**src/rtl/pwm_generator_if.sv**
```systemverilog
// -----------------------------------------------------------------------------
// pwm_generator_if
//
// Update handshake between the angle controller (master) and the PWM
// generator (slave). The controller presents a duty ratio and a direction
// together with pwm_update; the generator answers with pwm_done once the new
// values are active on the driver outputs.
//
// Signals
//   pwm_update     master -> slave  request to apply pwm_ratio/pwm_direction
//   pwm_ratio[7:0] master -> slave  requested high time out of 255 counts
//   pwm_direction  master -> slave  requested motor direction
//   pwm_done       slave -> master  acknowledge, new ratio is active
// -----------------------------------------------------------------------------
interface pwm_generator_if;
    logic       pwm_update;
    logic [7:0] pwm_ratio;
    logic       pwm_direction;
    logic       pwm_done;

    modport master (
        output pwm_update,
        output pwm_ratio,
        output pwm_direction,
        input  pwm_done
    );

    modport slave (
        input  pwm_update,
        input  pwm_ratio,
        input  pwm_direction,
        output pwm_done
    );
endinterface

```
**src/rtl/pwm_generator.sv**
```systemverilog
// -----------------------------------------------------------------------------
// pwm_generator
//
// Motor PWM generator. A prescaler divides the clock into count ticks and an
// 8-bit period counter runs 0..254, giving a period of 255 * PRESCALE clocks.
// The output is high while the period counter is below the active duty ratio.
//
// New ratio/direction requests arrive on a 4-phase handshake. A request is
// captured into pending registers when accepted and is only made active at a
// period boundary, so a running period is never cut short. The direction
// output is retimed to the same boundary. When the generator is disabled
// there is no period to protect and the request is applied on the next edge.
//
// Ports
//   clock        main clock, all logic on the rising edge
//   reset_n      synchronous, active-low reset
//   pwm_enable   1 = run, 0 = output low and counters held at 0
//   bus          handshake (slave side): pwm_update, pwm_ratio,
//                pwm_direction in; pwm_done out
//   pwm_signal   registered PWM waveform to the motor driver
//   pwm_dir_out  registered direction to the motor driver
//
// Parameter
//   PRESCALE     clocks per count tick (>= 1)
// -----------------------------------------------------------------------------
module pwm_generator #(
    parameter int PRESCALE = 4
) (
    input  logic           clock,
    input  logic           reset_n,
    input  logic           pwm_enable,
    pwm_generator_if.slave bus,
    output logic           pwm_signal,
    output logic           pwm_dir_out
);

    // A one-bit prescaler is kept for PRESCALE == 1 so the vector is never
    // zero width; it simply stays at 0 and every cycle is a tick.
    localparam int              PW         = (PRESCALE > 1) ? $clog2(PRESCALE) : 1;
    localparam logic [PW-1:0]   PRESC_LAST = PW'(PRESCALE - 1);
    localparam logic [7:0]      COUNT_LAST = 8'd254;
    localparam logic [7:0]      NEUTRAL    = 8'd128;

    typedef enum logic [1:0] {
        IDLE    = 2'd0,
        PENDING = 2'd1,
        DONE    = 2'd2
    } state_t;

    state_t          state_reg;
    logic [PW-1:0]   presc_reg;
    logic [7:0]      count_reg;
    logic [7:0]      active_ratio_reg;
    logic [7:0]      pending_ratio_reg;
    logic            pending_dir_reg;
    logic            done_reg;

    logic            tick;
    logic            boundary;

    // A tick only exists while enabled; with the enable low both counters
    // are frozen at zero and no boundary can occur.
    assign tick     = pwm_enable && (presc_reg == PRESC_LAST);
    assign boundary = tick && (count_reg == COUNT_LAST);

    assign bus.pwm_done = done_reg;

    // -------------------------------------------------------------------------
    // Prescaler and period counter
    // -------------------------------------------------------------------------
    always_ff @(posedge clock) begin
        if (!reset_n) begin
            presc_reg <= '0;
            count_reg <= '0;
        end else if (!pwm_enable) begin
            presc_reg <= '0;
            count_reg <= '0;
        end else begin
            if (tick) begin
                presc_reg <= '0;
                // Wrapping 254 -> 0 is what starts the new period, which
                // is also the edge at which a pending ratio becomes active.
                if (count_reg == COUNT_LAST) begin
                    count_reg <= '0;
                end else begin
                    count_reg <= count_reg + 8'd1;
                end
            end else begin
                presc_reg <= presc_reg + 1'b1;
            end
        end
    end

    // -------------------------------------------------------------------------
    // Waveform: compare uses the pre-edge count and ratio, so the output lags
    // the counter by one register stage. count never exceeds 254, so ratio
    // 255 is a constant high and ratio 0 a constant low.
    // -------------------------------------------------------------------------
    always_ff @(posedge clock) begin
        if (!reset_n) begin
            pwm_signal <= 1'b0;
        end else begin
            pwm_signal <= pwm_enable && (count_reg < active_ratio_reg);
        end
    end

    // -------------------------------------------------------------------------
    // Update handshake FSM with registered pwm_done / pwm_dir_out
    // -------------------------------------------------------------------------
    always_ff @(posedge clock) begin
        if (!reset_n) begin
            state_reg         <= IDLE;
            active_ratio_reg  <= NEUTRAL;
            pending_ratio_reg <= NEUTRAL;
            pending_dir_reg   <= 1'b0;
            pwm_dir_out       <= 1'b0;
            done_reg          <= 1'b0;
        end else begin
            case (state_reg)
                IDLE: begin
                    // Values are captured at acceptance; later changes on
                    // the bus while waiting for the boundary are ignored.
                    if (bus.pwm_update) begin
                        pending_ratio_reg <= bus.pwm_ratio;
                        pending_dir_reg   <= bus.pwm_direction;
                        state_reg         <= PENDING;
                    end
                end

                PENDING: begin
                    // Disabled means no period is running, so there is
                    // nothing to truncate and no boundary will ever come.
                    if (boundary || !pwm_enable) begin
                        active_ratio_reg <= pending_ratio_reg;
                        pwm_dir_out      <= pending_dir_reg;
                        done_reg         <= 1'b1;
                        state_reg        <= DONE;
                    end
                end

                DONE: begin
                    // Holding pwm_update high here must not start a second
                    // transfer; only a fresh rise seen from IDLE does.
                    if (!bus.pwm_update) begin
                        done_reg  <= 1'b0;
                        state_reg <= IDLE;
                    end
                end

                default: begin
                    done_reg  <= 1'b0;
                    state_reg <= IDLE;
                end
            endcase
        end
    end

endmodule

```
**src/flat_wrapper.sv**
```systemverilog
// flat-port wrapper written by rule: the top's interface ports become plain ports
module pwm_generator_flat 
#(
    parameter int PRESCALE = 4
)
  (clock, reset_n, pwm_enable, pwm_signal, pwm_dir_out, bus_pwm_update, bus_pwm_ratio, bus_pwm_direction, bus_pwm_done);
  pwm_generator_if bus_i ();
  input  logic clock;
  input  logic reset_n;
  input  logic pwm_enable;
  output logic pwm_signal;
  output logic pwm_dir_out;
  input wire logic [$bits(bus_i.pwm_update)-1:0] bus_pwm_update;
  input wire logic [$bits(bus_i.pwm_ratio)-1:0] bus_pwm_ratio;
  input wire logic [$bits(bus_i.pwm_direction)-1:0] bus_pwm_direction;
  output wire logic [$bits(bus_i.pwm_done)-1:0] bus_pwm_done;
  assign bus_i.pwm_update = bus_pwm_update;
  assign bus_i.pwm_ratio = bus_pwm_ratio;
  assign bus_i.pwm_direction = bus_pwm_direction;
  assign bus_pwm_done = bus_i.pwm_done;
  pwm_generator #(.PRESCALE(PRESCALE)) u_core (.clock(clock), .reset_n(reset_n), .pwm_enable(pwm_enable), .bus(bus_i), .pwm_signal(pwm_signal), .pwm_dir_out(pwm_dir_out));
endmodule
```
**config.mk**
```make
export PLATFORM = sky130hd
export DESIGN_NAME = pwm_generator_flat
export DESIGN_NICKNAME = d
export VERILOG_FILES = /design/src/rtl/pwm_generator_if.sv /design/src/rtl/pwm_generator.sv /design/src/flat_wrapper.sv
export SDC_FILE = /design/constraint.sdc
export NUM_CORES = 1
export LEC_CHECK = 0
export ABC_AREA = 1
export CORE_MARGIN = 4
export CORE_UTILIZATION = 31
export DETAILED_ROUTE_END_ITERATION = 12
export PLACE_DENSITY_LB_ADDON = 0.25
export SETUP_SLACK_MARGIN = 0.4
export SYNTH_ARGS = -nofsm -noshare
export SYNTH_HDL_FRONTEND = slang
export SYNTH_SLANG_ARGS = --single-unit
```
**constraint.sdc**
```tcl
create_clock -name clock -period 4.2 [get_ports clock]
set_input_delay 0.63 -clock clock [delete_from_list [all_inputs] [get_ports clock]]
set_output_delay 0.63 -clock clock [all_outputs]
set_load 0.02 [all_outputs]
```
==> impl_metrics.csv, run 1 <==
group,metric,value,unit
run_status,outcome,"completed",
layout,regArea,641,um2
floorplan,rows,24,
min_path,hp-class,"reg -> reg",
global_route,overflow,0,
layout,drive_gt1_frac,0.0647,
critical_path,critPathKind,"in -> reg",
yosys,synthCells,184,
layout,syn_to_final_growth,19.5,%
yosys,syn-cell-area,1420,um2
place,dp_hpwl,1880,um
global_route,grt_use_total,0.106,
route,drt_iter0_markers,54,
critical_path,critical_path_buf_inv_count,1,
critical_path,rr_worst_depth,10,
route,drt-pass1-iter-count,4,
clocking,ctsResizeCount,0,
yosys,yosysSeqAreaShare,0.450,
yosys,synth_edf_count,0,
route,via_per_inst,4.50,
layout,fillCellCount,475,
floorplan,start_util,0.323,
critical_path,r2r-start,"u_core.count_reg[0]$_SDFFE_PN0P_",
floorplan,die-width,75.8,um
critical_path,r2r_slack,2.44,ns
floorplan,core_area,4410,um2
route,drcViolationCount,0,
clocking,cts_max_level,2,
sta,slew_headroom,0.504,
critical_path,cp_slowest_stage_delay,0.95,ns
yosys,synth_cell_types,25,
critical_path,worst_path_max_delay_cell,"clkdlybuf4s50_1",
critical_path,crit_family,"buffers and inverters",
yosys,ys_ff_latch,32,
critical_path,endpoint,"u_core.count_reg[2]$_SDFFE_PN0P_",
sta,maxSlewViolCount,0,
power_and_ir_drop,leakagePower,0.682,nW
clocking,clk_latency,0.28,ns
power_and_ir_drop,power.density,379,nW/um2
layout,layout_commonest_cell,"nor2_1",
layout,fin_util,0.385,
layout,most-common-layout-cells,"46 x nor2_1, 32 x dfxtp_1, 22 x nand2_1",
critical_path,critPathRequiredTime,4.40,ns
clocking,clockRootBuffer,"clkbuf_8",
clocking,cts_buffers,5,
yosys,yosys_warnings,0,
layout,diodes,0,
global_route,grt_pass1_vias,991,
place,port_buffers,15,
yosys,syn_nets,207,
clocking,cts_buffer_depth,2,
clocking,holdBufCountCts,0,
global_route,grt_start_max_net_pins,23,
critical_path,cp-end-kind,"flip-flop",
floorplan,die_y,75.8,um
critical_path,cp_data_arrival_time,2.17,ns
floorplan,io_pins,16,
route,ant_nets,0,
critical_path,critPathLaunchType,"primary input",
clocking,clock-sinks,32,
critical_path,cp_num_cells,3,
sta,rsz0062_at_grt,"false",
sta,worst_pin_slew,0.742,ns
route,avgRoutedWirePerCell,9.99,um
layout,multiInputGateArea,686,um2
yosys,async_flop_share,0,
power_and_ir_drop,peakVddDrop,0.000217,V
place,place_congestion,0.735,
sta,finalCritPeriodShare,0.471,
critical_path,crit_chain,"clkdlybuf4s50_1 > nand3_1 > nor3b_1",
global_route,grt_first_pass_wirelength,4400,um
clocking,cts_tree,"built",
run,cap_violations,0,
yosys,synth_top_flop_cell,"dfxtp_1",
critical_path,critPathMaxFanout,22,
clocking,clkTransAtPathRegs,0.06,ns
sta,hold_viol_final,0,
sta,setup_viol,0,
sta,skew,0.00540,ns
sta,period_minus_slack,1.98,ns
route,totalWireLength,2530,um
sta,setup_tns,0,ns
global_route,antenna_found_initial,0,
floorplan,dieArea,5740,um2
sta,max_freq,506,MHz
clocking,post-cts-setup-buffers,0,
critical_path,r2r-end,"u_core.active_ratio_reg[1]$_SDFFE_PN0P_",
critical_path,cp-startpoint,"reset_n",
yosys,avgSynthCellArea,7.74,um2
route,vias,1139,
layout,nNetsFinal,224,
==> cell type report <==
type | count | area share
multi-input cells | 130 | 0.403
flip-flops and latches | 32 | 0.376
repair buffers | 15 | 0.0882
clock buffers | 7 | 0.0566
well taps | 52 | 0.0382
inverters | 17 | 0.0375
==> logic make-up (layout without fill, tap and decap cells) <==
group / count (synthesis) / after routing / synth area share
AO/OA/AOI/OAI: 30 / 30 / 0.117
XOR/XNOR: 3 / 3 / 0.0185
adder cells (fa/ha/maj): 10 / 10 / 0.0879
buffers and inverters: 22 / 39 / 0.0685
flip-flops: 32 / 32 / 0.450
AND/OR/NAND/NOR: 87 / 87 / 0.258
==> per-stage QoR <==
stage / instances / hold WS, ns / power [W] / cell area (um2) / setup slack [ns]
after floorplan: 184 / 0.399 / 0.000379 / 1420 / 2.78
after global placement: 246 / 0.417 / 0.000401 / 1610 / 1.93
after detailed placement: 246 / 0.416 / 0.000402 / 1610 / 1.90
after CTS: 253 / 0.425 / 0.000656 / 1700 / 2.20
after global routing: 253 / 0.432 / 0.000678 / 1700 / 2.08
final: 253 / 0.424 / 0.000645 / 1700 / 2.22
==> cells in the mapped netlist, types with 2 or more instances <==
cell	n	share of area
nand2_1	22	0.058
o21ai_2	2	0.012
xor2_1	2	0.012
nand4_1	2	0.0088
o21ai_1	5	0.018
nor2_2	2	0.0088
inv_1	15	0.040
clkbuf_1	3	0.0079
clkinv_1	2	0.0053
ha_1	10	0.088
nor3_1	2	0.0070
a21oi_1	8	0.028
nand3_1	8	0.028
nor3b_1	2	0.011
buf_6	2	0.016
dfxtp_1	32	0.45
o21a_1	2	0.011
o21ai_0	11	0.039
nor2_1	46	0.12
==> where the power goes <==
group | internal, W | total, W | switching [W]
clock network | 0.000146 | 0.000251 | 0.000105
registers | 0.000320 | 0.000328 | 0.00000804
logic | 0.0000303 | 0.0000654 | 0.0000352
total | 0.000496 | 0.000645 | 0.000149
==> metal layers <==
metal | track usage | share of wire | routed length, um
met2 | 0.154 | 0.44 | 1110
met4 | 0.0699 | 0.035 | 88
met5 | 0 | 0 | 0
met3 | 0.0409 | 0.041 | 103
met1 | 0.129 | 0.48 | 1230
==> how the worst min path moves through the flow <==
stage	to	cells after the start	startpoint	slack [ns]
floorplan	u_core.presc_reg[0]$_SDFF_PP0_	1	u_core.presc_reg[0]$_SDFF_PP0_	0.40
global placement	u_core.presc_reg[0]$_SDFF_PP0_	1	u_core.presc_reg[0]$_SDFF_PP0_	0.42
detailed placement	u_core.presc_reg[0]$_SDFF_PP0_	1	u_core.presc_reg[0]$_SDFF_PP0_	0.42
CTS	u_core.presc_reg[0]$_SDFF_PP0_	1	u_core.presc_reg[0]$_SDFF_PP0_	0.43
global route	u_core.presc_reg[0]$_SDFF_PP0_	1	u_core.presc_reg[0]$_SDFF_PP0_	0.43
finish	u_core.presc_reg[0]$_SDFF_PP0_	1	u_core.presc_reg[0]$_SDFF_PP0_	0.42
Note: power is estimated with default switching activity, not from simulation.
==> run 2, diff against run 1 <==
clock period = 1.95 ns   (was 4.2 ns; I/O delays follow)
==> run 2 against run 1 <==
First-iteration DRC count decreased by 20%. Clock skew increased by 0.0035 ns. Critical path depth fell by 2. Via count grew 4.7%. Wire length grew 11%. Setup slack worse by 1.8 ns. Largest cell class unchanged. Largest power group unchanged.
==> impl_metrics.csv, run 2 (same netlist as run 1, synthesis figures left out) <==
group,metric,value,unit
run_status,outcome,"completed",
critical_path,cp-end-kind,"output pin",
route,totalWireLength,2800,um
power_and_ir_drop,power.density,738,nW/um2
critical_path,crit_chain,"clkdlybuf4s50_1",
layout,drive_gt1_frac,0.138,
route,via_per_inst,4.55,
layout,layout_commonest_cell,"nor2_1",
route,drt_iter0_markers,43,
critical_path,critPathRequiredTime,1.66,ns
critical_path,worst_path_max_delay_cell,"clkdlybuf4s50_1",
power_and_ir_drop,swShare,0.243,
layout,fin_cells,262,
floorplan,rows,24,
place,dp_hpwl,1950,um
floorplan,io_pins,16,
place,port_buffers,15,
route,ant_nets,0,
place,place_area,1640,um2
global_route,grt_first_pass_wirelength,4530,um
route,avgRoutedWirePerCell,10.7,um
clocking,clk_latency,0.28,ns
floorplan,core_area,4410,um2
global_route,grt_start_max_net_pins,20,
power_and_ir_drop,peakVddDrop,0.000357,V
route,vias,1192,
floorplan,die_y,75.8,um
layout,diodes,0,
global_route,grt_use_total,0.107,
sta,slew_headroom,0.834,
clocking,cts_tree,"built",
critical_path,critPathKind,"reg -> out",
power_and_ir_drop,clkPwrFrac,0.350,
layout,nNetsFinal,233,
power_and_ir_drop,comb_power_share,0.121,
clocking,clockRootBuffer,"clkbuf_8",
floorplan,die-width,75.8,um
sta,max_freq,670,MHz
clocking,cts_buffer_depth,2,
sta,period_minus_slack,1.49,ns
critical_path,cp_slowest_stage_delay,0.60,ns
clocking,holdBufCountCts,0,
run,cap_violations,0,
sta,hold_viol_final,0,
floorplan,start_util,0.323,
critical_path,critical_path_buf_inv_count,1,
sta,setup_tns,0,ns
critical_path,cp_data_arrival_time,1.20,ns
place,place_ws,0.320,ns
layout,syn_to_final_growth,26.9,%
sta,worst_pin_slew,0.248,ns
sta,maxSlewViolCount,0,
sta,skew,0.00892,ns
clocking,clkTransAtPathRegs,0.07,ns
critical_path,crit_family,"buffers and inverters",
layout,most-common-layout-cells,"45 x nor2_1, 30 x dfxtp_1, 21 x nand2_1",
min_path,hp-class,"reg -> reg",
global_route,grt_pass1_vias,1050,
layout,design_area,1810,um2
power_and_ir_drop,seqPwrFrac,0.530,
route,drcViolationCount,0,
floorplan,dieArea,5740,um2
sta,finalCritPeriodShare,0.765,
sta,rsz0062_at_grt,"true",
sta,worst_slack,0.458,ns
critical_path,critPathLaunchType,"flip-flop",
layout,fillCellCount,467,
sta,fin_hold_ws,0.421,ns
power_and_ir_drop,power.switching,0.000325,W
global_route,antenna_found_initial,0,
clocking,cts_buffers,5,
critical_path,critPathMaxFanout,2,
place,place_congestion,0.733,
route,drt-pass1-iter-count,4,
place,dp_cells,250,
power_and_ir_drop,leakagePower,0.759,nW
clocking,clock-sinks,32,
clocking,cts_max_level,2,
power_and_ir_drop,internal_power,0.00101,W
sta,setup_viol,0,
global_route,overflow,0,
==> run 2: power by group through the flow <==
stage	Combinational [W]	Sequential [W]	Clock, W
floorplan	0.0000943	0.000723	0
global placement	0.000152	0.000721	0
detailed placement	0.000151	0.000722	0
CTS	0.000152	0.000707	0.000484
global route	0.000186	0.000711	0.000513
finish	0.000161	0.000706	0.000466
==> run 2: stage by stage <==
| stage | utilization | power, W |
|---|---|---|
| 6_report | 0.409 | 0.00133 |
| 5_1_grt | 0.409 | 0.00141 |
| 4_1_cts | 0.389 | 0.00134 |
| 3_5_place_dp | 0.370 | 0.000873 |
| 3_3_place_gp | 0.370 | 0.000873 |
| 2_1_floorplan | - | 0.000817 |
==> run 2: area by class of cell <==
class,count,area (um2),area share
multi-input combinational,130,708,0.392
tap,52,65.1,0.0360
inverter,17,65.1,0.0360
timing repair buffer,24,245,0.136
clock buffer,6,72.6,0.0402
clock inverter,1,5.00,0.00277
sequential,32,646,0.357
==> run 2: what timing repair did <==
action,in CTS,in global routing
endpoints found under the setup margin,4,13
cloned,0,1
hold endpoints to repair,0,0
gates resized for setup,2,13
pin swaps,0,3
setup buffers,0,4
==> run 2: final timing paths <==
check,start,end,slack (ns),cells past startpoint
setup / recovery,u_core.bus.pwm_done$_SDFFE_PN0P_,bus_pwm_done,0.46,1
setup reg to reg,u_core.count_reg[0]$_SDFFE_PN0P_,u_core.active_ratio_reg[4]$_SDFFE_PN0P_,0.49,10
hold / removal,u_core.presc_reg[0]$_SDFF_PP0_,u_core.presc_reg[0]$_SDFF_PP0_,0.42,1
hold reg to reg,u_core.presc_reg[0]$_SDFF_PP0_,u_core.presc_reg[0]$_SDFF_PP0_,0.42,1
==> run 2: layer usage <==
layer | share of wire | GRT usage | vias to the layer above
li1 | - | - | 642
met1 | 0.48 | 0.132 | 528
met4 | 0.026 | 0.0757 | 0
met3 | 0.028 | 0.0237 | 7
met2 | 0.47 | 0.163 | 15
met5 | 0 | 0 | -
